<file path="src/rtl/servo_move_sequencer.sv">
// rtl/servo_move_sequencer.sv - one-move-at-a-time servo duty ramp sequencer
module servo_move_sequencer #(
   parameter int N_SERVO       = 6,
   parameter int PERIOD        = 1000000,
   parameter int STEP          = 500,
   parameter int SETTLE_FRAMES = 10,
   parameter int D_MIN         = 50000,
   parameter int D_MAX         = 125000,
   parameter int D_INIT        = 75000
) (
   input  logic                   clk,
   input  logic                   reset,
   input  logic                   cmd_valid,
   output logic                   cmd_ready,
   input  logic [2:0]             cmd_servo,
   input  logic [31:0]            cmd_duty,
   output logic [32*N_SERVO-1:0]  duty_flat,
   output logic [31:0]            t,
   output logic                   frame_tick,
   output logic                   busy,
   output logic                   done,
   output logic                   err
);

   localparam logic [31:0] PERIOD32 = 32'(PERIOD);
   localparam logic [31:0] STEP32   = 32'(STEP);
   localparam logic [32:0] STEP33   = {1'b0, STEP32};
   localparam logic [31:0] SETTLE32 = 32'(SETTLE_FRAMES);
   localparam logic [31:0] DMIN32   = 32'(D_MIN);
   localparam logic [31:0] DMAX32   = 32'(D_MAX);
   localparam logic [31:0] DINIT32  = 32'(D_INIT);
   localparam logic [3:0]  NSERVO4  = 4'(N_SERVO);

   typedef enum logic [1:0] {IDLE, RAMP, SETTLE} state_t;

   state_t      state;
   logic [31:0] frame_cnt;
   logic [31:0] settle_cnt;
   logic [2:0]  sel;
   logic [31:0] target;
   logic [31:0] duty [N_SERVO];
   logic [31:0] cur;
   logic [31:0] clamped;
   logic [32:0] diff;
   logic [32:0] mag;

   assign t          = PERIOD32;
   assign frame_tick = (frame_cnt == PERIOD32 - 32'd1);

   for (genvar i = 0; i < N_SERVO; i++) begin : g_flat
      assign duty_flat[32*i +: 32] = duty[i];
   end

   always_comb begin
      cur = '0;
      for (int i = 0; i < N_SERVO; i++) begin
         if (sel == 3'(i)) cur = duty[i];
      end
   end

   assign clamped = (cmd_duty < DMIN32) ? DMIN32 :
                    (cmd_duty > DMAX32) ? DMAX32 : cmd_duty;

   // 33-bit signed-style difference; bit 32 set means target is below cur
   assign diff = {1'b0, target} - {1'b0, cur};
   assign mag  = diff[32] ? (33'd0 - diff) : diff;

   always_ff @(posedge clk or negedge reset) begin
      if (!reset) begin
         state      <= IDLE;
         frame_cnt  <= '0;
         settle_cnt <= '0;
         sel        <= '0;
         target     <= DINIT32;
         cmd_ready  <= 1'b1;
         busy       <= 1'b0;
         done       <= 1'b0;
         err        <= 1'b0;
         for (int i = 0; i < N_SERVO; i++) duty[i] <= DINIT32;
      end else begin
         frame_cnt <= frame_tick ? '0 : frame_cnt + 32'd1;
         done      <= 1'b0;
         err       <= 1'b0;
         case (state)
            IDLE: begin
               // ticks are ignored here, so a tick on the accept edge never steps
               if (cmd_valid && cmd_ready) begin
                  if ({1'b0, cmd_servo} >= NSERVO4) begin
                     err <= 1'b1;
                  end else begin
                     sel       <= cmd_servo;
                     target    <= clamped;
                     state     <= RAMP;
                     cmd_ready <= 1'b0;
                     busy      <= 1'b1;
                  end
               end
            end
            RAMP: begin
               if (frame_tick) begin
                  for (int i = 0; i < N_SERVO; i++) begin
                     if (sel == 3'(i)) begin
                        if (mag <= STEP33)  duty[i] <= target;
                        else if (!diff[32]) duty[i] <= cur + STEP32;
                        else                duty[i] <= cur - STEP32;
                     end
                  end
                  if (mag <= STEP33) begin
                     settle_cnt <= '0;
                     state      <= SETTLE;
                  end
               end
            end
            SETTLE: begin
               if (frame_tick) begin
                  settle_cnt <= settle_cnt + 32'd1;
                  if (settle_cnt + 32'd1 == SETTLE32) begin
                     state     <= IDLE;
                     done      <= 1'b1;
                     cmd_ready <= 1'b1;
                     busy      <= 1'b0;
                  end
               end
            end
            default: state <= IDLE;
         endcase
      end
   end

endmodule

</file>
<file path="config.mk">
export PLATFORM = sky130hd
export DESIGN_NAME = servo_move_sequencer
export DESIGN_NICKNAME = d
export VERILOG_FILES = /design/src/rtl/servo_move_sequencer.sv
export SDC_FILE = /design/constraint.sdc
export NUM_CORES = 1
export LEC_CHECK = 0
export ABC_AREA = 1
export BUFFER_PORTS_ARGS = -buffer_cell sky130_fd_sc_hd__buf_4
export CORE_ASPECT_RATIO = 1.4
export CORE_MARGIN = 10
export CORE_UTILIZATION = 55
export CTS_BUF_LIST = sky130_fd_sc_hd__clkbuf_8
export DETAILED_ROUTE_END_ITERATION = 8
export HOLD_SLACK_MARGIN = 0.15
export PLACE_DENSITY = 0.77
export REMOVE_ABC_BUFFERS = 1
export SLEW_MARGIN = 20
export SYNTH_ARGS = -nofsm -noshare
export SYNTH_HDL_FRONTEND = slang
export SYNTH_SLANG_ARGS = --single-unit
export TNS_END_PERCENT = 1
</file>
<file path="constraint.sdc">
create_clock -name clk -period 7.2 [get_ports clk]
set_input_delay 0.36 -clock clk [delete_from_list [all_inputs] [get_ports clk]]
set_output_delay 0.36 -clock clk [all_outputs]
set_load 0.01 [all_outputs]
</file>
# Word-level counts from Yosys, hierarchy flattened
# Index checks and enable logic that the tools add are counted.
# totals
regBits	297
latchBits	0
mem_bits_ro	0
ram_bits	0
inputBits	38
n_memories	0
# classes
eq_ne	15
mul	0
muxes	39
n_bitwise	1
div_mod_pow	0
order_cmp	4
n_reduce_logical	15
n_shift	0
n_addsub	6
# op_table
cell	count
32-bit 2-to-1 mux	14
32-bit by 1-bit adder with 32-bit output (second input constant)	2
32-bit one-hot mux with 2 select lines	1
33-bit by 9-bit <= comparator with 1-bit output (second input constant)	1
33-bit 2-to-1 mux	1
1-bit by 33-bit subtractor with 33-bit output (first input constant)	1
32-bit by 32-bit subtractor with 33-bit output	1
32-bit by 9-bit adder with 32-bit output (second input constant)	1
32-bit by 20-bit equality test with 1-bit output (second input constant)	1
32-bit by 4-bit equality test with 1-bit output (second input constant)	1
32-bit by 17-bit greater-than comparator with 1-bit output (second input constant)	1
32-bit by 16-bit less-than comparator with 1-bit output (second input constant)	1
32-bit by 9-bit subtractor with 32-bit output (second input constant)	1
3-bit AND reduction	7
1-bit 2-to-1 mux	14
2-bit 2-to-1 mux	6
2-bit != test (second input constant)	6
3-bit by 2-bit equality test with 1-bit output (second input constant)	2
3-bit equality test (second input constant)	2
2-bit one-hot mux with 3 select lines	1
6-bit AND reduction	1
5-bit AND reduction	1
1-bit one-hot mux with 2 select lines	2
4-bit AND reduction	1
other kinds (9)	10

# Longest topological paths before layout
# Gate-level depths: netlist of run 1.
# depth
depth_word	14
mapped_depth	46
ltp_nobuf	43

# Worst setup path before layout of run 1
# OpenSTA, ideal clock, no wires.
# synth_timing
path_kind	register to register
start	reg sel[1]
end	reg duty, in the netlist duty_flat[119]
setup_time_ps	117
stages_incl_launch_ff	40
arrival_ps	6190
path_slack_ps	894
t_required_ps	7083
n_path_buf	4
synth_period_minus_slack_ps	6306
path_cell_list	dfrtp_1 nor3_1 clkbuf_1 buf_1 a22oi_1 nand3_1 o21a_1 inv_1 ha_1 a21oi_1 o21ai_0 nand2_1 o311ai_0 a31oi_1 a21boi_2 buf_2 buf_2 ha_1 (+4 left out) nand2_1 nand2_1 nand2_1 nand2_1 nand2_1 nand2_1 a21oi_1 nor2_1 nor2_1 o21ai_0 nand2_1 nand2_1 nand2_1 nand2_1 nand2_1 nand2_2 nand2_1 nand2_1
# synth_via
elab_chain_cells	12
# synth_lines
item	line	source
start, declared	39	logic [2:0] sel;
start signal, assigned	91	sel <= cmd_servo;
3-bit logical NOT	57	if (sel == 3'(i)) cur = duty[i];
32-bit 2-to-1 mux (6 in a row)	57	
32-bit by 32-bit subtractor with 33-bit output	65	assign diff = {1'b0, target} - {1'b0, cur};
1-bit by 33-bit subtractor with 33-bit output	66	assign mag = diff[32] ? (33'd0 - diff) : diff;
33-bit 2-to-1 mux	66	
33-bit by 9-bit <= comparator with 1-bit output	103	if (mag <= STEP33) duty[i] <= target;
32-bit 2-to-1 mux	103	
end signal, assigned by index	103	
end signal, assigned by index	104	else if (!diff[32]) duty[i] <= cur + STEP32;
end signal, assigned by index	105	else duty[i] <= cur - STEP32;
end, declared	41	logic [31:0] duty [N_SERVO];
# Several ways; a longest one is shown, not always the timed one.
# A chain may end at the register's enable or synchronous reset.

# Worst setup path in the final report of run 1
# layout_timing
start	reg sel[1]
end	reg duty, in the netlist duty_flat[30]
# layout_via
elab_chain_cells	12
# layout_lines
item	line
3-bit logical NOT	57, 102
32-bit 2-to-1 mux (6 in a row)	57
32-bit by 32-bit subtractor with 33-bit output	65
1-bit by 33-bit subtractor with 33-bit output	66
33-bit 2-to-1 mux	66
33-bit by 9-bit <= comparator with 1-bit output	103
32-bit 2-to-1 mux	103
# Several ways; a longest one is shown, not always the timed one.

==> results of run 1 <==
==> final timing paths <==
path                                         from                          to  slack (ns)  cells past startpoint
setup / recovery               sel[1]$_DFFE_PN0P_   duty_flat[30]$_DFFE_PN0P_        0.42                     29
hold / removal                       cmd_duty[17]      target[16]$_DFFE_PN1P_        0.24                      4
setup reg to reg               sel[1]$_DFFE_PN0P_   duty_flat[30]$_DFFE_PN0P_        0.42                     29
hold reg to reg            frame_cnt[0]$_DFF_PN0_      frame_cnt[0]$_DFF_PN0_        0.46                      1
max in group asynchronous                   reset  duty_flat[124]$_DFFE_PN0P_        5.48                      3
min in group asynchronous                   reset      frame_cnt[3]$_DFF_PN0_        0.35                      2
==> Yosys cell counts, types with 5 or more instances <==
library cell  instances  area, sq um
nand2_1            1024         3844
nand3_1             323         1617
inv_1               292         1096
dfrtp_1             240         6006
nor2_1              189        709.4
a21oi_1              90        450.4
ha_1                 63        788.3
dfstp_2              57         1498
o21ai_0              56        280.3
clkbuf_1             54        202.7
nand4_1              54        337.8
xor2_1               52        455.4
nor3_1               49        245.2
nand2_2              39        244.0
buf_4                36        270.3
a221oi_1             26        227.7
nand3b_1             25        187.7
o21a_1               23        172.7
xnor2_1              23        201.4
nor4_1               17        106.4
a22oi_1              16        120.1
nand3_2              15        150.1
a31oi_1              14        87.58
buf_2                14        70.07
inv_2                14        52.55
buf_1                 8        30.03
nand3b_4              8        160.2
a21o_1                7        52.55
o22ai_1               7        43.79
nor2_2                6        37.54
buf_6                 5        56.30
o31ai_1               5        37.54
==> worst register-to-register path: cells and delay by family, from the launching register on <==
| kind | cells | cell delay [ns] |
|---|---|---|
| AO/OA/AOI/OAI | 9 | 2.44 |
| AND/OR/NAND/NOR | 13 | 1.38 |
| buffers and inverters | 4 | 1.34 |
| adder cells (fa/ha/maj) | 2 | 0.81 |
| flip-flops | 1 | 0.47 |
| XOR/XNOR | 1 | 0.19 |
==> power breakdown <==
group	internal [mW]	switching, mW
Clock	0.877	0.742
Combinational	0.0245	0.0548
Sequential	1.67	0
==> cell type report <==
cell class | count | area (sq um) | share of cell area
multi-input cells | 2206 | 11170 | 0.4698
flip-flops and latches | 297 | 7503 | 0.3156
repair buffers | 292 | 2295 | 0.09653
inverters | 308 | 1162 | 0.04890
clock buffers | 61 | 839.6 | 0.03532
well taps | 467 | 584.3 | 0.02458
clock inverters | 27 | 219.0 | 0.009211
==> per-stage QoR <==
| step | std cells | util | setup slack (ns) | instance area [sq um] |
|---|---|---|---|---|
| 2_1_floorplan | 2811 | - | -0.8027 | 19760 |
| 3_3_place_gp | 3547 | 0.6142 | 0.5294 | 22450 |
| 3_5_place_dp | 3547 | 0.6142 | 0.3311 | 22450 |
| 4_1_cts | 3658 | 0.6494 | 0.2880 | 23740 |
| 5_1_grt | 3658 | 0.6503 | 0.07823 | 23770 |
| 6_report | 3658 | 0.6503 | 0.4240 | 23770 |
==> logic make-up after synthesis <==
family / after synthesis
buffers and inverters: 425
AO/OA/AOI/OAI: 266
AND/OR/NAND/NOR: 1769
adder cells (fa/ha/maj): 64
other: 2
flip-flops: 297
XOR/XNOR: 75
==> timing repair <==
| item | 4_1_cts | 5_1_grt |
|---|---|---|
| hold buffers | 23 | 0 |
| endpoints found under the setup margin | 0 | 46 |
| hold endpoints to repair | 82 | 0 |
| gates resized for setup | 0 | 6 |
==> per-layer routing <==
metal / vias up / part of all wire / GRT usage
met5: - / 0 / 0
met4: 0 / 0.052 / 0.1661
met3: 287 / 0.088 / 0.06041
met2: 1127 / 0.49 / 0.5353
met1: 9971 / 0.37 / 0.3680
li1: 9915 / - / -
==> state kept, by name (all words and copies together), names as in the netlist, 2 cells and up <==
| signal | cells |
|---|---|
| state | 2 |
| target | 32 |
| sel | 3 |
| settle_cnt | 32 |
| frame_cnt | 32 |
| duty_flat | 192 |
==> metrics.md, run 1 <==
| Metric | Value |
|---|---|
| Share of layout cells above drive strength 1 | 0.1611 |
| Core Box Area | approximately 37000 sq um |
| Worst IR Drop VDD | approximately 170 uV |
| Max Fclk | 147.6 MHz |
| Largest net degree at the start of global routing | about 150 |
| Routability cong. | 1.009 |
| # rows | 83 |
| CTS Buf Count | 48 |
| P&R area growth vs syn | 17.26% |
| Synth Flop Type | dfrtp_1 |
| Worst Path Max Fanout | 61 |
| # IOs | 267 |
| Fin Hold WS | 0.2405 ns |
| Tightest Pin Transition | 1.061 ns |
| Critical Path RT | 7.69 ns |
| Clock latency on the worst-skew pair | 0.63 ns |
| Antenna violations before repair | 0 |
| Detailed-route wire length per cell | between 15 and 20 um |
| Most frequent CP cell | nand2_1 |
| Die X | 182.3 um |
| Fin crit share | 0.9411 |
| 1st-iter DRT viols | 1980 |
| Compound-Gate Fraction of Synth Area | 0.08135 |
| # fillers | 3327 |
| Ant. Diodes | 0 |
| Die H | between 200 and 250 um |
| Total of max-cap violations | 0 |
| Initial Util | 0.5546 |
| Worst-path clk slew | 0.07 ns |
| Final Hold Vio Count | 0 |
| Final setup violation count | 0 |
| Via count | 21300 |
| CTS root buffer | clkbuf_8 |
| Synthesized cell area | 20270 sq um |
| Vias per cell | just under 6 |
| TNS Setup | 0 ns |
| Async SR Flop Fraction | 1.000 |
| Port Buf Inserts | ~230 |
| Period minus WS final | 6.776 ns |
| Vias in the first global route | 21260 |
| Pre-Repair DR Iteration Count | 6 |
| Status | finished clean |
| Startpoint types | flop |
| Most frequent cells in the layout | nand2_1, nand3_1, inv_1 |
| Crit path kind | reg2reg |
| Adder-cell area share of the yosys netlist | 0.03987 |
| Post-synthesis mux area share | 0 |
| Bufs and invs on worst path | 4 |
| Largest stage delay, worst path | 0.59 ns |
| Lkg Pwr | approximately 13 nW |
| Overall power | 3.369 mW |
| Grt total ovfl | 0 |
| EDFF count, synth | 0 |
| RSZ-0062 raised after global routing | false |
| Post-CTS setup buffer count | 0 |
| Total detailed-routing wirelength | 72990 um |
| Fin. max-slew vios | 0 |
| CP top delay family | compound AO/OA/AOI/OAI gates |
| Drt drc | 0 |
| Relative slew margins | 0.2916 |
| Simple-Gate Fraction of Synth Area | 0.3878 |
| Synthesized area per cell | 6.995 sq um |
| Main combinational cell family by area after synthesis | simple AND/OR/NAND/NOR gates |
| CP Capture Type | flop |
| Gr usage total | 0.3141 |
| H-tree levels | 2 |
| XOR/XNOR Fraction of Synth Area | 0.03240 |
| First-pass GRT wire length | between 100000 and 150000 um |
| Most common cell after layout, fill and taps aside | nand2_1 |
| Final-stage net count | between 3000 and 4000 |
| Synth cell types | 56 |
| Yosys warning count | 0 |
| Worst Hold Class | in2reg |
| Post-DRT Antenna Nets | 0 |
| Worst clock skew | 0.04669 ns |
| Die area | 45050 sq um |
| Power per cell area | 141.7 nW/um^2 |
| FF+latch count, synth | 297 |
| Sequential element share of the synthesized area | 0.3701 |
| TritonCTS clock tree | built |
| Post-DP HPWL | 54470 um |
| Worst Path Arrival | ~7.3 ns |
| CTS max path bufs | 3 |
| Clk sinks | 297 |
| CP max-delay cell | buf_4 |
| Cells after synthesis | 2898 |
(Power assumes the default switching activity.)
==> inputs of run 2 (changes only) <==
Settings changed: ABC_CLOCK_PERIOD_IN_PS set to 7200, CORE_ASPECT_RATIO 1.4 to 1.75, REMOVE_ABC_BUFFERS 1 to not set.
==> metrics.md, run 2 (synthesized netlist as in run 1, its figures left out) <==
| Metric | Value |
|---|---|
| Hold path endpoint | target[11]$_DFFE_PN0P_ |
| Final design utilization | 0.6480 |
| Reg-to-Reg End | duty_flat[24]$_DFFE_PN0P_ |
| 1st-iter DRT viols | 2141 |
| Final setup violation count | 0 |
| Worst IR Drop VDD | 170.1 uV |
| Die X | 165.1 um |
| Sequential Area | between 7000 and 8000 sq um |
| Fin. max-slew vios | 0 |
| H-tree levels | 2 |
| # IOs | roughly 270 |
| Status | finished clean |
| CTS Buf Count | 43 |
| Core Box Area | 36650 sq um |
| Routability cong. | 1.038 |
| Vias per cell | 5.901 |
| Pre-Repair DR Iteration Count | 6 |
| Final Hold Vio Count | 0 |
| Initial Util | 0.5531 |
| Port Buf Inserts | 234 |
| Clk sinks | 297 |
| Tightest Pin Transition | 1.071 ns |
| Post-DRT Antenna Nets | 0 |
| Largest register FFs | 192 |
| Most frequent cells in the layout | nand2_1, nand3_1, inv_1 |
| CP max-delay cell | a221oi_1 |
| Reg2reg start | sel[1]$_DFFE_PN0P_ |
| Power per cell area | 132.8 nW/um^2 |
| Worst Hold Class | in2reg |
| Vias in the first global route | 21360 |
| TNS Setup | 0 ns |
| TritonCTS clock tree | built |
| Antenna violations before repair | 2 |
| Relative slew margins | 0.2852 |
| First-pass GRT wire length | ~120000 um |
| Grt total ovfl | 0 |
| Hold path depth | 3 |
| Footprint of the multi-input gates | 11190 sq um |
| # fillers | 3388 |
| CTS max path bufs | 3 |
| Largest stage delay, worst path | roughly 0.5 ns |
| Most frequent CP cell | nand2_1 |
| Die H | 274.0 um |
| Startpoint types | flop |
| Worst Path Max Fanout | 62 |
| CTS root buffer | clkbuf_8 |
| Post-DP HPWL | 61900 um |
| CP Capture Type | flop |
| Setup slack, reg-to-reg | 0.47 ns |
| Worst clock skew | 0.02563 ns |
| Drt drc | 0 |
| Crit path kind | reg2reg |
| Most common cell after layout, fill and taps aside | nand2_1 |
| R2R cell count | 31 |
| Overall power | between 3 and 4 mW |
| Total of max-cap violations | 0 |
| Largest net degree at the start of global routing | between 150 and 200 |
| Fin crit share | 0.9345 |
| # rows | 93 |
| Via count | 21660 |
| Total detailed-routing wirelength | 80680 um |
| Die area | about 45000 sq um |
| Final-stage net count | roughly 3300 |
| Worst-path clk slew | 0.07 ns |
| Hold Path Origin | cmd_duty[11] |
| Gr usage total | 0.3482 |
| P&R area growth vs syn | 17.16% |
| Max Fclk | 148.6 MHz |
| Share of layout cells above drive strength 1 | 0.1647 |
| Worst Path Arrival | 7.20 ns |
| Period minus WS final | 6.729 ns |
| Critical Path RT | 7.67 ns |
| Lkg Pwr | approximately 13 nW |
| Detailed-route wire length per cell | around 22 um |
| Clock latency on the worst-skew pair | 0.60 ns |
-- run 2: cell count changes in the layout (fill, tap and decap cells not counted), sizes merged --
cell,previous run,this run
diode,0,2
dlygate4sd3,23,21
buf,269,282
bufinv,3,0
clkinv,12,8
clkbuf,61,58
clkinvlp,1,3
-- run 2: critical path: cells and delay by family (launching register included) --
kind	cells	cell delay [ns]
and+or+nand+nor	12	1.41
buffers and inverters	5	1.09
adders and majority gates	2	0.66
AOI/OAI and AO/OA	11	2.79
xor gates and xnor gates	1	0.15
DFF	1	0.46
-- run 2: repair_timing --
item / in CTS / in global routing
hold buffers: 21 / 0
resized for setup: 0 / 13
setup buffers: 0 / 4
endpoints found under the hold margin: 93 / 0
setup endpoints to repair: 0 / 103
-- run 2: power by group --
group	internal (mW)	switching, mW
clock network	0.722	0.686
logic	0.0233	0.0535
registers	1.67	0
-- run 2: worst max-delay path by stage --
stage | startpoint | end | slack, ns | cells after the start
3_3_place_gp | sel[1]$_DFFE_PN0P_ | duty_flat[158]$_DFFE_PN0P_ | 0.36 | 30
2_1_floorplan | sel[1]$_DFFE_PN0P_ | duty_flat[119]$_DFFE_PN0P_ | 0.89 | 39
6_report | sel[1]$_DFFE_PN0P_ | duty_flat[24]$_DFFE_PN0P_ | 0.47 | 31
3_5_place_dp | sel[1]$_DFFE_PN0P_ | duty_flat[158]$_DFFE_PN0P_ | 0.23 | 30
4_1_cts | sel[1]$_DFFE_PN0P_ | duty_flat[158]$_DFFE_PN0P_ | 0.18 | 30
5_1_grt | sel[1]$_DFFE_PN0P_ | duty_flat[31]$_DFFE_PN0P_ | -0.03 | 38
-- run 2: through the flow --
step	area, sq um	hold slack [ns]	worst slack [ns]	std cells
floorplan	20380	0.06441	0.8939	2928
global placement	22540	0.4520	0.3587	3564
detailed placement	22540	0.4638	0.2291	3564
CTS	23650	0.1718	0.1829	3665
global route	23750	0.1774	-0.03014	3671
finish	23750	0.1825	0.4713	3671
-- run 2: cell type report --
cell class,count,share of cell area
inverters,308,0.04899
diodes,2,0.0002107
clock inverters,22,0.004162
repair buffers,303,0.1011
well taps,475,0.02502
flip-flops and latches,297,0.3159
multi-input cells,2206,0.4710
clock buffers,58,0.03361
-- run 2: per-layer routing --
layer | GRT usage | routed length [um]
met5 | 0 | 0
met4 | 0.2717 | 7195
met3 | 0.05797 | 5730
met2 | 0.6127 | 41430
met1 | 0.3553 | 26330
